--- config.mk ---
export PLATFORM = sky130hd
export DESIGN_NAME = fp_mul_pipe
export DESIGN_NICKNAME = d
export VERILOG_FILES = /design/src/rtl/fp_mul_pipe.sv
export SDC_FILE = /design/constraint.sdc
export NUM_CORES = 2
export LEC_CHECK = 0
export ABC_AREA = 0
export ABC_CLOCK_PERIOD_IN_PS = 8800
export CAP_MARGIN = 20
export CORE_UTILIZATION = 65
export CTS_BUF_LIST = sky130_fd_sc_hd__clkbuf_2 sky130_fd_sc_hd__clkbuf_4 sky130_fd_sc_hd__clkbuf_8
export CTS_CLUSTER_DIAMETER = 150
export DETAILED_ROUTE_END_ITERATION = 8
export PLACE_DENSITY = 0.95
export SYNTH_ARGS = -nofsm -noshare
export SYNTH_HDL_FRONTEND = slang
export SYNTH_SLANG_ARGS = --single-unit
--- constraint.sdc ---
create_clock -name clk -period 8.8 [get_ports clk]
set_input_delay 1.76 -clock clk [delete_from_list [all_inputs] [get_ports clk]]
set_output_delay 1.76 -clock clk [all_outputs]
set_load 0.01 [all_outputs]
--- src/rtl/fp_mul_pipe.sv ---
// rtl/fp_mul_pipe.sv - 3-stage pipelined floating-point multiplier, round-to-nearest-even
// Denormal inputs read as zero and tiny results flush to zero; one global stall from out_ready.
module fp_mul_pipe #(
  parameter int EW = 8,
  parameter int MW = 23,
  localparam int W = 1 + EW + MW,
  localparam int BIAS = (1 << (EW - 1)) - 1
) (
  input  logic         clk,
  input  logic         rst,
  input  logic         in_valid,
  output logic         in_ready,
  input  logic [W-1:0] A,
  input  logic [W-1:0] B,
  output logic         out_valid,
  input  logic         out_ready,
  output logic [W-1:0] out_data,
  output logic [3:0]   out_flags
);

  localparam int PW = 2 * MW + 2;
  localparam int XW = EW + 2;
  localparam logic [XW-1:0] EMAX = XW'((1 << EW) - 1);

  typedef enum logic [1:0] {CLS_NORM, CLS_ZERO, CLS_INF, CLS_NAN} cls_t;

  logic stall;
  assign stall    = out_valid && !out_ready;
  assign in_ready = !stall;

  // S1: unpack, classify, full-width mantissa product
  logic          sa, sb;
  logic [EW-1:0] ea, eb;
  logic [MW-1:0] fa, fb;
  logic          a_zero, b_zero, a_inf, b_inf, a_nan, b_nan, a_snan, b_snan;
  cls_t          c1_cls;
  logic          c1_inv;
  logic [PW-1:0] c1_prod;
  logic [XW-1:0] c1_exp;

  assign {sa, ea, fa} = A;
  assign {sb, eb, fb} = B;
  assign a_zero = (ea == '0);
  assign b_zero = (eb == '0);
  assign a_inf  = (&ea) && (fa == '0);
  assign b_inf  = (&eb) && (fb == '0);
  assign a_nan  = (&ea) && (fa != '0);
  assign b_nan  = (&eb) && (fb != '0);
  assign a_snan = a_nan && !fa[MW-1];
  assign b_snan = b_nan && !fb[MW-1];
  assign c1_prod = PW'({1'b1, fa}) * PW'({1'b1, fb});
  assign c1_exp  = XW'(ea) + XW'(eb) - XW'(BIAS);

  always_comb begin
    c1_cls = CLS_NORM;
    c1_inv = 1'b0;
    if (a_nan || b_nan) begin
      c1_cls = CLS_NAN;
      c1_inv = a_snan || b_snan;
    end else if ((a_inf && b_zero) || (b_inf && a_zero)) begin
      c1_cls = CLS_NAN;
      c1_inv = 1'b1;
    end else if (a_inf || b_inf) begin
      c1_cls = CLS_INF;
    end else if (a_zero || b_zero) begin
      c1_cls = CLS_ZERO;
    end
  end

  logic          s1_valid, s1_sign, s1_inv;
  cls_t          s1_cls;
  logic [PW-1:0] s1_prod;
  logic [XW-1:0] s1_exp;

  // S2: normalise to a leading one and extract guard/round/sticky
  logic          c2_norm, c2_g, c2_r, c2_st;
  logic [MW-1:0] c2_frac;
  logic [XW-1:0] c2_exp;

  assign c2_norm = s1_prod[PW-1];
  assign c2_frac = c2_norm ? s1_prod[2*MW:MW+1] : s1_prod[2*MW-1:MW];
  assign c2_g    = c2_norm ? s1_prod[MW]        : s1_prod[MW-1];
  assign c2_r    = c2_norm ? s1_prod[MW-1]      : s1_prod[MW-2];
  assign c2_st   = c2_norm ? |s1_prod[MW-2:0]   : |s1_prod[MW-3:0];
  assign c2_exp  = s1_exp + XW'(c2_norm);

  logic          s2_valid, s2_sign, s2_inv, s2_g, s2_r, s2_st;
  cls_t          s2_cls;
  logic [MW-1:0] s2_frac;
  logic [XW-1:0] s2_exp;

  // S3: round, renormalise on carry, then range-check the final exponent
  logic          c3_inc, c3_inexact;
  logic [MW:0]   c3_sum;
  logic [XW-1:0] c3_exp;
  logic [W-1:0]  c3_data;
  logic [3:0]    c3_flags;

  assign c3_inc     = s2_g && (s2_r || s2_st || s2_frac[0]);
  assign c3_inexact = s2_g || s2_r || s2_st;
  assign c3_sum     = {1'b0, s2_frac} + (MW+1)'(c3_inc);
  assign c3_exp     = s2_exp + XW'(c3_sum[MW]);

  always_comb begin
    c3_data  = {s2_sign, c3_exp[EW-1:0], c3_sum[MW-1:0]};
    c3_flags = {3'b000, c3_inexact};
    case (s2_cls)
      CLS_NAN: begin
        c3_data  = {1'b0, {EW{1'b1}}, 1'b1, {(MW-1){1'b0}}};
        c3_flags = {s2_inv, 3'b000};
      end
      CLS_INF: begin
        c3_data  = {s2_sign, {EW{1'b1}}, {MW{1'b0}}};
        c3_flags = 4'b0000;
      end
      CLS_ZERO: begin
        c3_data  = {s2_sign, {(EW+MW){1'b0}}};
        c3_flags = 4'b0000;
      end
      default: begin
        if (!c3_exp[XW-1] && c3_exp >= EMAX) begin
          c3_data  = {s2_sign, {EW{1'b1}}, {MW{1'b0}}};
          c3_flags = 4'b0101;
        end else if (c3_exp[XW-1] || c3_exp == '0) begin
          c3_data  = {s2_sign, {(EW+MW){1'b0}}};
          c3_flags = 4'b0011;
        end
      end
    endcase
  end

  always_ff @(posedge clk) begin
    if (rst) begin
      s1_valid  <= 1'b0;
      s2_valid  <= 1'b0;
      out_valid <= 1'b0;
      out_data  <= '0;
      out_flags <= '0;
    end else if (!stall) begin
      s1_valid  <= in_valid;
      s2_valid  <= s1_valid;
      out_valid <= s2_valid;
      out_data  <= c3_data;
      out_flags <= c3_flags;
    end
  end

  always_ff @(posedge clk) begin
    if (!stall) begin
      s1_sign <= sa ^ sb;
      s1_inv  <= c1_inv;
      s1_cls  <= c1_cls;
      s1_prod <= c1_prod;
      s1_exp  <= c1_exp;
      s2_sign <= s1_sign;
      s2_inv  <= s1_inv;
      s2_cls  <= s1_cls;
      s2_frac <= c2_frac;
      s2_g    <= c2_g;
      s2_r    <= c2_r;
      s2_st   <= c2_st;
      s2_exp  <= c2_exp;
    end
  end

endmodule

==> results.md <==
* Crit path max-delay family: adder cells
* Fillers at 2409
* Io pins at 106
* Arrival @ worst endpoint at 8730 ps
* Met2 GRT Util at 0.593
* CP peak stage delay at around 630 ps
* Unrepaired setup endpoints after global routing: no
* Commonest non-fill, non-tap cell in the layout: inv_1
* Placed standard-cell area at approximately 27000 sq um
* Slowest stage cell, crit path: clkdlybuf4s50_1
* Mapped Cells at 2620
* Wire length per cell at 20.6 um
* Post-CTS setup buffers at 0
* Setup Viol. Count Final at 0
* Area Overhead vs Synth at 10.9%
* Tot GR Track Use at 0.363
* CP Cell Sequence: clkdlybuf4s50_1, buf_4, and2_1, fa_1, inv_1, fa_1, inv_1, fa_1, fa_1, fa_1, fa_1, inv_1, fa_1, inv_1, ha_1, nand4_1, a2111oi_2, buf_4, a211oi_1, a21o_1, o21ai_0, a21oi_1, o21ai_1, xor2_1
* Skew-Pair Late Insertion Delay at 440 ps
* Slew Limit Fails at 0
* EDFF count, synth at 102
* Yosys top cell by area: fa_1
* Crit Path Category: input port to flop
* CP startpoint kind: input port
* Synth unique cells at 67
* Worst setup EP type: flop
* Total CTS buffers at 17
* GRT overflow at 0
* Max Cap Viol at 0
* Asr flop ratio synth at 0
* Syn. warnings at 0
* Core Region at 37600 sq um
* First-pass GRT wire length at 108000 um
* Reg clk slew, reported paths at approximately 90 ps
* Initial antenna violation count at 2
* Fin crit share at 0.970
* Top cells by area, synth: fa_1 39%, edfxtp_1 12%, ha_1 9.7%, inv_1 8.9%, and2_1 6.4%
* Detailed Routing Iterations Pass 1 at 8
* Util after Layout at 0.731
* Global route hottest layer: met2
* PostCTS Resize Cnt at 0
* Largest net degree at the start of global routing at 62
* Min Tclk post-route at between 8000 and 9000 ps
* GR met1 Demand/Resource at 0.421
* Required time of the critical path at 9000 ps
* HP Class: flop to flop
* Die H at 197 um
* Commonest non-fill, non-tap cells in the layout: 585 x inv_1, 483 x fa_1, 333 x nand2_1
* Vias in the first global route at 21500
* Vias per inst at 5.91
* Detailed router's first-iteration violation count at ~1700
* Slew HR at 0.351
* Final hold vios at 0
* Yosys top cell area share at 0.390
* Worst Tran Pin Value at 971 ps
* Critical-path maximum fanout at 7
* Ys flop type: edfxtp_1
* Register area share after synthesis at 0.155
* Detail Route Antenna Nets at 0
* Clock root buffer: clkbuf_8
* Status: finished, final reports clean
* Fin area at 27500 sq um
* Final net count at ~3500
* Total placed cells including tap cells at 3239
* Flops & latches, synth at 141
* Share of cells above drive strength 1 at 0.0666
* Syn Area/Cell at 9.46 sq um
* Met3 Use GR at 0.113
* Number of cells in the finished layout apart from fillers at 3272
* ANT cells at 0
* Post-DP HPWL at ~55000 um
* FMAX at between 100 and 150 MHz
* Synthesized cell area at 24800 sq um
* Clock tree from TritonCTS: yes
* Routed wire length at about 67000 um
* Row count at 71
* Horiz. Die Dim at 197 um
* IO Port Bufs at 105
* H-tree Lvls at 4
* Worst clock skew at 11.3 ps
* Crit path top cell by count: fa_1
* Crit path buf inv count at 7
* Initial Util at 0.659
* Vias at 19300
* Hold_buf cts at 0
* Placer Congestion at 0.991
* Clk buf depth at 2
* DRC violations left at 0
* Clock sinks at 141
* Post-Syn Nets at 3364
* Die ar. at 38900 sq um
[layer usage]
metal	wire [um]	vias up
li1	-	8206
met1	22900	9337
met2	31300	1400
met3	8490	394
met4	4600	2
met5	13	-
[synth_stat cells (4+ instances only)]
cell,number
inv_1,586
fa_1,483
nand2_1,333
and2_1,253
ha_1,193
clkbuf_1,103
edfxtp_1,102
nor2_1,82
a21oi_1,62
o21ai_0,56
xnor2_1,49
xor2_1,40
dfxtp_1,39
nand3_1,36
mux2_2,25
nor4_1,18
a21o_1,16
nand4_1,16
and3_1,9
a211oi_1,8
nand2b_1,8
nor3_1,8
o21bai_1,8
a31oi_1,5
o22ai_1,5
a21oi_2,4
nor2b_1,4
o31ai_1,4
or3_1,4
or4_1,4
[cell families after synthesis]
group           share of synthesized area
compound gates                     0.0525
xor+xnor                           0.0315
fa+ha+maj                           0.488
buf+inv                             0.106
flops                               0.155
mux                                0.0122
simple gates                        0.155
[registers in the layout (all words and copies together), names as in the netlist, 2 cells and up]
| signal | cells |
|---|---|
| s2_exp | 10 |
| s1_prod | 48 |
| s1_exp | 10 |
| s1_cls | 2 |
| out_flags | 4 |
| s2_frac | 23 |
| out_data | 32 |
| s2_cls | 2 |
[path summary, 6_finish.rpt]
kind / from / end / slack, ps / depth (start not counted)
setup reg to reg: s2_g / out_data[22] / 4540 / 15
hold reg to reg: s1_cls[1] / s2_cls[1] / 430 / 0
setup / recovery: A[13] / s1_prod[46] / 260 / 24
hold / removal: s1_cls[1] / s2_cls[1] / 430 / 0
[area by class of cell]
class / instances / area [sq um] / share of cell area
clock buffers: 17 / 234 / 0.00852
clock inverters: 15 / 163 / 0.00592
inverters: 589 / 2210 / 0.0806
multi-input cells: 1782 / 18300 / 0.666
flip-flops and latches: 141 / 3840 / 0.140
well taps: 511 / 639 / 0.0233
repair buffers: 217 / 2080 / 0.0757
[stage by stage]
step / hold slack (ps) / setup TNS, ps / worst slack, ps
floorplan: 400 / 0 / 858
global placement: 418 / 0 / 47.2
detailed placement: 412 / -252 / -94.9
CTS: 436 / 0 / 367
global route: 450 / 0 / 91.9
finish: 431 / 0 / 263
Power is left out: the tool's default activity adds up to more than one toggle a clock period on the data nets, which glitch-free logic cannot reach.
